[src/rtl/half_pkg.sv]
// ============================================================================
//  half_pkg
//  Shared half-precision types and scheduler state encoding.
//  Rev 1.0
// ============================================================================
`default_nettype none

package half_pkg;

    localparam int HALF_W = 16;

    typedef logic [HALF_W-1:0] half_t;

    typedef enum logic [1:0] {
        IDLE  = 2'd0,
        ISSUE = 2'd1,
        WAIT  = 2'd2,
        FIN   = 2'd3
    } sched_state_t;

endpackage

`default_nettype wire

[src/rtl/half_mat_vec_sched.sv]
// ============================================================================
//  half_mat_vec_sched
//  Drives one shared half dot-product engine across all matrix rows (y = M*x).
//  Rev 1.0
// ============================================================================
`default_nettype none

module half_mat_vec_sched
    import half_pkg::*;
#(
    parameter int WIDTH   = 10,
    parameter int ROWS    = 4,
    parameter int TIMEOUT = 64
) (
    input  logic                              clk,
    input  logic                              rstn,
    input  logic                              start,
    input  half_t [ROWS-1:0][WIDTH-1:0]       matrix,
    input  half_t [WIDTH-1:0]                 vector,
    output logic                              busy,
    output logic                              done,
    output logic                              error,
    output half_t [ROWS-1:0]                  result,
    output logic                              dot_start,
    output half_t [WIDTH-1:0]                 dot_vector_a,
    output half_t [WIDTH-1:0]                 dot_vector_b,
    input  logic                              dot_done,
    input  half_t                             dot_c
);

    localparam int c_ROW_W   = $clog2(ROWS) + 1;
    localparam int c_IDX_W   = (ROWS > 1) ? $clog2(ROWS) : 1;
    localparam int c_TIMER_W = $clog2(TIMEOUT) + 1;

    localparam logic [c_ROW_W-1:0]   c_LAST_ROW = c_ROW_W'(ROWS - 1);
    localparam logic [c_TIMER_W-1:0] c_T_LIMIT  = c_TIMER_W'(TIMEOUT - 1);

    sched_state_t                     r_state;
    logic [c_ROW_W-1:0]               r_row;
    logic [c_TIMER_W-1:0]             r_timer;
    half_t [ROWS-1:0][WIDTH-1:0]      r_mat;
    half_t [WIDTH-1:0]                r_vec;
    half_t [ROWS-1:0]                 r_result;
    logic                             r_busy;
    logic                             r_done;
    logic                             r_error;
    logic                             r_dot_start;

    logic [c_IDX_W-1:0]               w_row_idx;

    assign w_row_idx = r_row[c_IDX_W-1:0];

    // dot_start, done and busy are set on the edge that enters the matching
    // state, so each is high for exactly the cycles spent in that state.
    always_ff @(posedge clk or negedge rstn) begin
        if (!rstn) begin
            r_state     <= IDLE;
            r_row       <= '0;
            r_timer     <= '0;
            r_mat       <= '0;
            r_vec       <= '0;
            r_result    <= '0;
            r_busy      <= 1'b0;
            r_done      <= 1'b0;
            r_error     <= 1'b0;
            r_dot_start <= 1'b0;
        end else begin
            r_dot_start <= 1'b0;
            r_done      <= 1'b0;
            case (r_state)
                IDLE: begin
                    if (start) begin
                        r_mat       <= matrix;
                        r_vec       <= vector;
                        r_result    <= '0;
                        r_error     <= 1'b0;
                        r_row       <= '0;
                        r_timer     <= '0;
                        r_busy      <= 1'b1;
                        r_dot_start <= 1'b1;
                        r_state     <= ISSUE;
                    end
                end
                ISSUE: begin
                    r_timer <= '0;
                    r_state <= WAIT;
                end
                WAIT: begin
                    r_timer <= r_timer + 1'b1;
                    // A completion in the final timeout cycle still counts.
                    if (dot_done) begin
                        r_result[w_row_idx] <= dot_c;
                        if (r_row == c_LAST_ROW) begin
                            r_done  <= 1'b1;
                            r_state <= FIN;
                        end else begin
                            r_row       <= r_row + 1'b1;
                            r_dot_start <= 1'b1;
                            r_state     <= ISSUE;
                        end
                    end else if (r_timer == c_T_LIMIT) begin
                        r_error <= 1'b1;
                        r_busy  <= 1'b0;
                        r_state <= IDLE;
                    end
                end
                FIN: begin
                    r_busy  <= 1'b0;
                    r_state <= IDLE;
                end
                default: begin
                    r_busy  <= 1'b0;
                    r_state <= IDLE;
                end
            endcase
        end
    end

    assign busy         = r_busy;
    assign done         = r_done;
    assign error        = r_error;
    assign result       = r_result;
    assign dot_start    = r_dot_start;
    assign dot_vector_a = r_mat[w_row_idx];
    assign dot_vector_b = r_vec;

endmodule

`default_nettype wire

[config.mk]
export PLATFORM = sky130hd
export DESIGN_NAME = half_mat_vec_sched
export DESIGN_NICKNAME = d
export VERILOG_FILES = /design/src/rtl/half_pkg.sv /design/src/rtl/half_mat_vec_sched.sv
export SDC_FILE = /design/constraint.sdc
export NUM_CORES = 2
export LEC_CHECK = 0
export ABC_AREA = 1
export CELL_PAD_IN_SITES_DETAIL_PLACEMENT = 0
export CELL_PAD_IN_SITES_GLOBAL_PLACEMENT = 1
export CORE_AREA = 2 2 467 469
export DETAILED_ROUTE_END_ITERATION = 12
export DIE_AREA = 0 0 469 471
export PLACE_DENSITY_LB_ADDON = 0.25
export SLEW_MARGIN = 10
export SYNTH_ARGS = -nofsm -noshare
export SYNTH_HDL_FRONTEND = slang
export SYNTH_SLANG_ARGS = --single-unit
[constraint.sdc]
create_clock -name clk -period 2.8 [get_ports clk]
set_input_delay 0.56 -clock clk [delete_from_list [all_inputs] [get_ports clk]]
set_output_delay 0.56 -clock clk [all_outputs]
set_load 0.005 [all_outputs]
# Word-level counts from Yosys, hierarchy flattened

Cells that the tools add are included.
W data, S select, Z words.

Bits of input ports: 820
Register bits: 880
Word-level logic and storage cells: 122
Output and inout port bits: 388

Equal/unequal tests: 11
Mux-type cells: 34
Reduce and logical (&&, ||, !) cells: 12
Add/sub/neg operators: 2
Order comparisons: 2

Operator list:

| cell                  | number |
|---|---|
| $bmux W160 S2         | 1 |
| $mux W160             | 1 |
| $mux W64              | 2 |
| $pmux W64 S2          | 1 |
| $bwmux W64            | 1 |
| $demux W16 S2         | 1 |
| $pmux W7 S3           | 1 |
| $mux W16              | 1 |
| $mux W1               | 12 |
| $reduce_and A4 Y1     | 3 |
| $ne A2 B2 Y1 const B  | 5 |
| $mux W3               | 3 |
| $mux W2               | 4 |
| $pmux W2 S4           | 1 |
| $add A7 B1 Y7 const B | 1 |
| $eq A7 B6 Y1 const B  | 1 |
| $mux W7               | 1 |
| $pmux W3 S2           | 1 |
| $reduce_and A2 Y1     | 3 |
| $reduce_bool A3 Y1    | 2 |
| $eq A2 B2 Y1 const B  | 2 |
| $pmux W1 S2           | 2 |
| $add A3 B1 Y3 const B | 1 |
| $eq A3 B2 Y1 const B  | 1 |
| other kinds (9)       | 9 |

# Logic depth before layout (Yosys ltp)

Depth in word-level cells: 7
Depth in mapped cells: 10
Depth with buffers taken out: 8

# Least setup slack after synthesis

No wires, ideal clock.

Path type: register to register
From: reg r_row[0]
To: reg r_result, in the netlist result[37]
Setup slack: 760 ps
Data arrival time: 1904 ps
Path buffers: 5
Data required time: 2663 ps
Period minus slack after synthesis: 2040 ps
Library setup time: 137 ps
Cell stages (with the launch flop): 10
Cells stage by stage: dfrtp_1 > buf_2 > buf_2 > clkinv_1 > buf_2 > buf_2 > ha_1 > inv_1 > clkbuf_1 > o21ai_0

Longest elaborated chain between the ends: 7
Elaborated cells on any way between the ends: 8
Those cells by class: order compare (2); mux (5); reduce/logical (1)

RTL lines:

| element                                                                   | RTL line                 | text |
|---|---|---|
| start: declaration                                                        | half_mat_vec_sched.sv:39 | `logic [c_ROW_W-1:0] r_row;` |
| start signal: assignment                                                  | half_mat_vec_sched.sv:97 | `r_row <= r_row + 1'b1;` |
| $lt A2 B3 Y1 (implied by the code) / $ge A2 B1 Y1 (equally long branches) | half_mat_vec_sched.sv:92 | `r_result[w_row_idx] <= dot_c;` |
| $logic_and A1 B1 Y1 (implied by the code)                                 | half_mat_vec_sched.sv:92 |  |
| $mux W16 (implied by the code)                                            | half_mat_vec_sched.sv:92 |  |
| $demux W16 S2 *                                                           | half_mat_vec_sched.sv:92 |  |
| $bwmux W64 *                                                              | half_mat_vec_sched.sv:92 |  |
| $mux W64 *                                                                | half_mat_vec_sched.sv:91 | `if (dot_done) begin` |
| $pmux W64 S2 *                                                            | half_mat_vec_sched.sv:70 | `case (r_state)` |
| end signal: indexed assignment                                            | half_mat_vec_sched.sv:92 |  |
| end: declaration                                                          | half_mat_vec_sched.sv:43 | `half_t [ROWS-1:0] r_result;` |

Mark *: on every way between the ends. The rest lies on a longest branch, timed or not. The select of a mux whose other input is x is not followed.
A chain may end at the register's enable or synchronous reset.

==> impl_metrics.tcl <==
set metrics [dict create \
    maxSlewViolCount 0 \
    yosysUniqueCellTypes 34 \
    gp_congestion 0.8601 \
    fillers 21890 \
    drive_gt1_share_pct 40.99 \
    switchingPower_mw 26.30 \
    worst-setup-path-type "reg -> out" \
    synth_area_leaders "dfrtp_1 55%, mux2_4 25%, o21ai_0 4.4%" \
    maxCapViolations 0 \
    final_hold_viol_count 0 \
    dr.pass1.iters 6 \
    p_leak_nw 28.28 \
    powerDensity_mw_per_mm2 1154 \
    seq_area_frac_synth_pct 54.57 \
    vias 29800 \
    pwr-share-comb_pct 46.9 \
    route.detailed.wl_per_inst_um 27.11 \
    cts_buffers 112 \
    initial_core_util_pct 18.67 \
    rsz0062_at_grt "true" \
    h-tree-depth 3 \
    syn-num-nets 3746 \
    p_int_mw 48.14 \
    final_antenna_net_count 0 \
    synth_top_cell_by_area "dfrtp_1" \
    worst_ep_arrival_time_ns 2.45 \
    io_buffer_count 1207 \
    synth_edf_count 0 \
    core_sq_mm 0.2161 \
    die_y_um 471 \
    grt_max_degree 80 \
    fin_crit_sh_pct 107.6 \
    hold_slack_ns 0.3410 \
    grt_pass1_wl_um 265500 \
    antenna_found_initial 92 \
    fin_nets 5183 \
    clk_path_buf_depth 3 \
    relSlewSlack_pct 57.05 \
    dp_hpwl_um 141800 \
    pin_count 1208 \
    cts.clk_slew.worst_paths_ns 0.06 \
    cts_root_buf "clkbuf_16" \
    row_count 171 \
    report.final.setup_viol 152 \
    ys_warn_count 0 \
    finClkSkew_ns 0.03452 \
    status "finished with violations" \
    layout_commonest_cell "clkdlybuf4s50_1" \
    clock.fmax_ghz 0.3318 \
    ys_ff_latch 880 \
    syn2layout_area_growth_pct 59.91 \
    worstPathRequired_ns 2.24 \
    first_iter_violations 1446 \
    grt_overflow 0 \
    cts_tree "yes" \
    worstSkewPairLatency_ns 0.76 \
    p_clk_share_pct 20.2 \
    syn_area_per_cell_sq_um 13.82 \
    fin_ws_ns -0.2136 \
    netlist_area_sq_mm 0.04035 \
    vias_per_cell 4.070 \
    min_period_ns 3.014 \
    dieWidth_um 469 \
    finalSetupTns_ns -13.83 \
    drc 0 \
    most-common-layout-cells "1046 x clkdlybuf4s50_1, 878 x dfrtp_1, 668 x mux2_4" \
    p_sw_share_pct 35.33 \
    fin_util_pct 29.86 \
    synth_top_area_share_pct 54.57 \
    pre_cts_ws_ns -0.1400 \
    die-area_sq_mm 0.2209 \
    async_flop_share_pct 100.0 \
    pwr-share-seq_pct 32.9 \
    ir_worst_vdd_v 0.0005348 \
    violations "setup timing" \
    synth_ff_type "dfrtp_1" \
    min_path_type "in -> async" \
    setup.worst_path.end_class "primary output" \
    startpoint_type "flip-flop" \
    cp_max_fo 7 \
    worst_pin_slew_ns 0.6435 \
    synth_cells 2920 \
    track_usage_pct 17.14 \
    grt_pass1_vias 31720 \
    routed_wirelength_um 198500 \
    clock_sinks 880 \
]
[through the flow]
stage               power (mW)  cells  cell area (sq um)
finish                   74.44   7323              64530
global route             78.23   7312              64510
CTS                      73.65   7280              63080
detailed placement       55.32   6943              56360
global placement         55.36   6943              56360
floorplan                38.92   2920              40360
[final timing paths]
kind | cells past startpoint | end | from | slack (ns)
max reg2reg | 11 | result[1] | r_row[0] | 0.11
min reg2reg | 2 | result[62] | result[62] | 0.49
min | 2 | r_mat[197] | rstn | 0.34
max | 9 | dot_vector_a[69] | r_row[0] | -0.21
min in group clk | 2 | r_mat[437] | matrix[437] | 0.41
max in group asynchronous | 3 | r_mat[315] | rstn | 1.34
[cell usage after synthesis (2+ instances only)]
master,instances
mux2_4,668
dfrtp_1,880
nand2_2,2
nand3_4,9
nand2_1,92
buf_8,69
clkbuf_1,85
o21ai_1,36
o22ai_1,160
nor2_1,327
buf_4,11
o21ai_0,354
buf_2,33
buf_12,7
mux2_2,132
ha_1,6
inv_1,15
o21ai_4,4
nand3_1,14
inv_2,2
[registers in the layout, indices dropped and copies added, names as in the netlist]
name          count
r_row             3
result           64
r_timer           7
r_state           2
done              1
r_mat           640
dot_vector_b    160
busy              1
dot_start         1
error             1
[area by class of cell]
class,instances,area [sq um],share of cell area (%)
sequential,880,22030,34.14
inverter,18,106.4,0.1648
antenna,19,47.55,0.07368
timing repair inverter,1,20.02,0.03102
timing repair buffer,1529,16490,25.56
clock buffer,176,3436,5.324
multi-input combinational,1815,18420,28.55
clock inverter,31,406.6,0.6301
tap,2854,3571,5.533
[what timing repair did]
action	CTS	global route
setup endpoints to repair	160	160
endpoints found under the hold margin	6	0
setup buffers	106	23
pin swaps	128	75
resized for setup	1128	386
hold buffers	1	0
cloned	38	11
[worst max-delay path: stages (launching register included)]
cell and delay (ns):
dfrtp_4 0.54, buf_12 0.16, clkinv_16 0.06, buf_12 0.11, buf_16 0.15, buf_12 0.13
buf_16 0.14, nor2_4 0.04, o22ai_2 0.20, buf_2 0.16
[power groups by stage]
| stage | combinational, mW | clock (mW) | sequential, mW |
|---|---|---|---|
| finish | 35.0 | 15.0 | 24.5 |
| global route | 37.0 | 16.1 | 25.1 |
| CTS | 33.8 | 15.6 | 24.2 |
| detailed placement | 31.4 | 0 | 24.0 |
| global placement | 31.4 | 0 | 24.0 |
| floorplan | 17.3 | 0 | 21.6 |
[per-layer routing]
metal	wire length (um)	GRT usage (%)	vias to the layer above
met3	16370	6.228	346
met4	5410	4.449	82
met2	98850	29.98	1098
met1	77360	19.55	14980
li1	-	-	13290
met5	541	0	-
[kinds of logic (layout without fill, tap and decap cells)]
group | count (synthesis) | count (layout) | share of synthesized area [%]
flip-flops | 880 | 880 | 54.57
multiplexers | 800 | 800 | 28.54
AO/OA/AOI/OAI | 560 | 560 | 7.590
AND/OR/NAND/NOR | 449 | 449 | 4.595
buffers and inverters | 225 | 1755 | 4.524
adder cells (fa/ha/maj) | 6 | 6 | 0.1860
other | 0 | 19 | 0
Note: power is estimated with default switching activity, not from simulation.
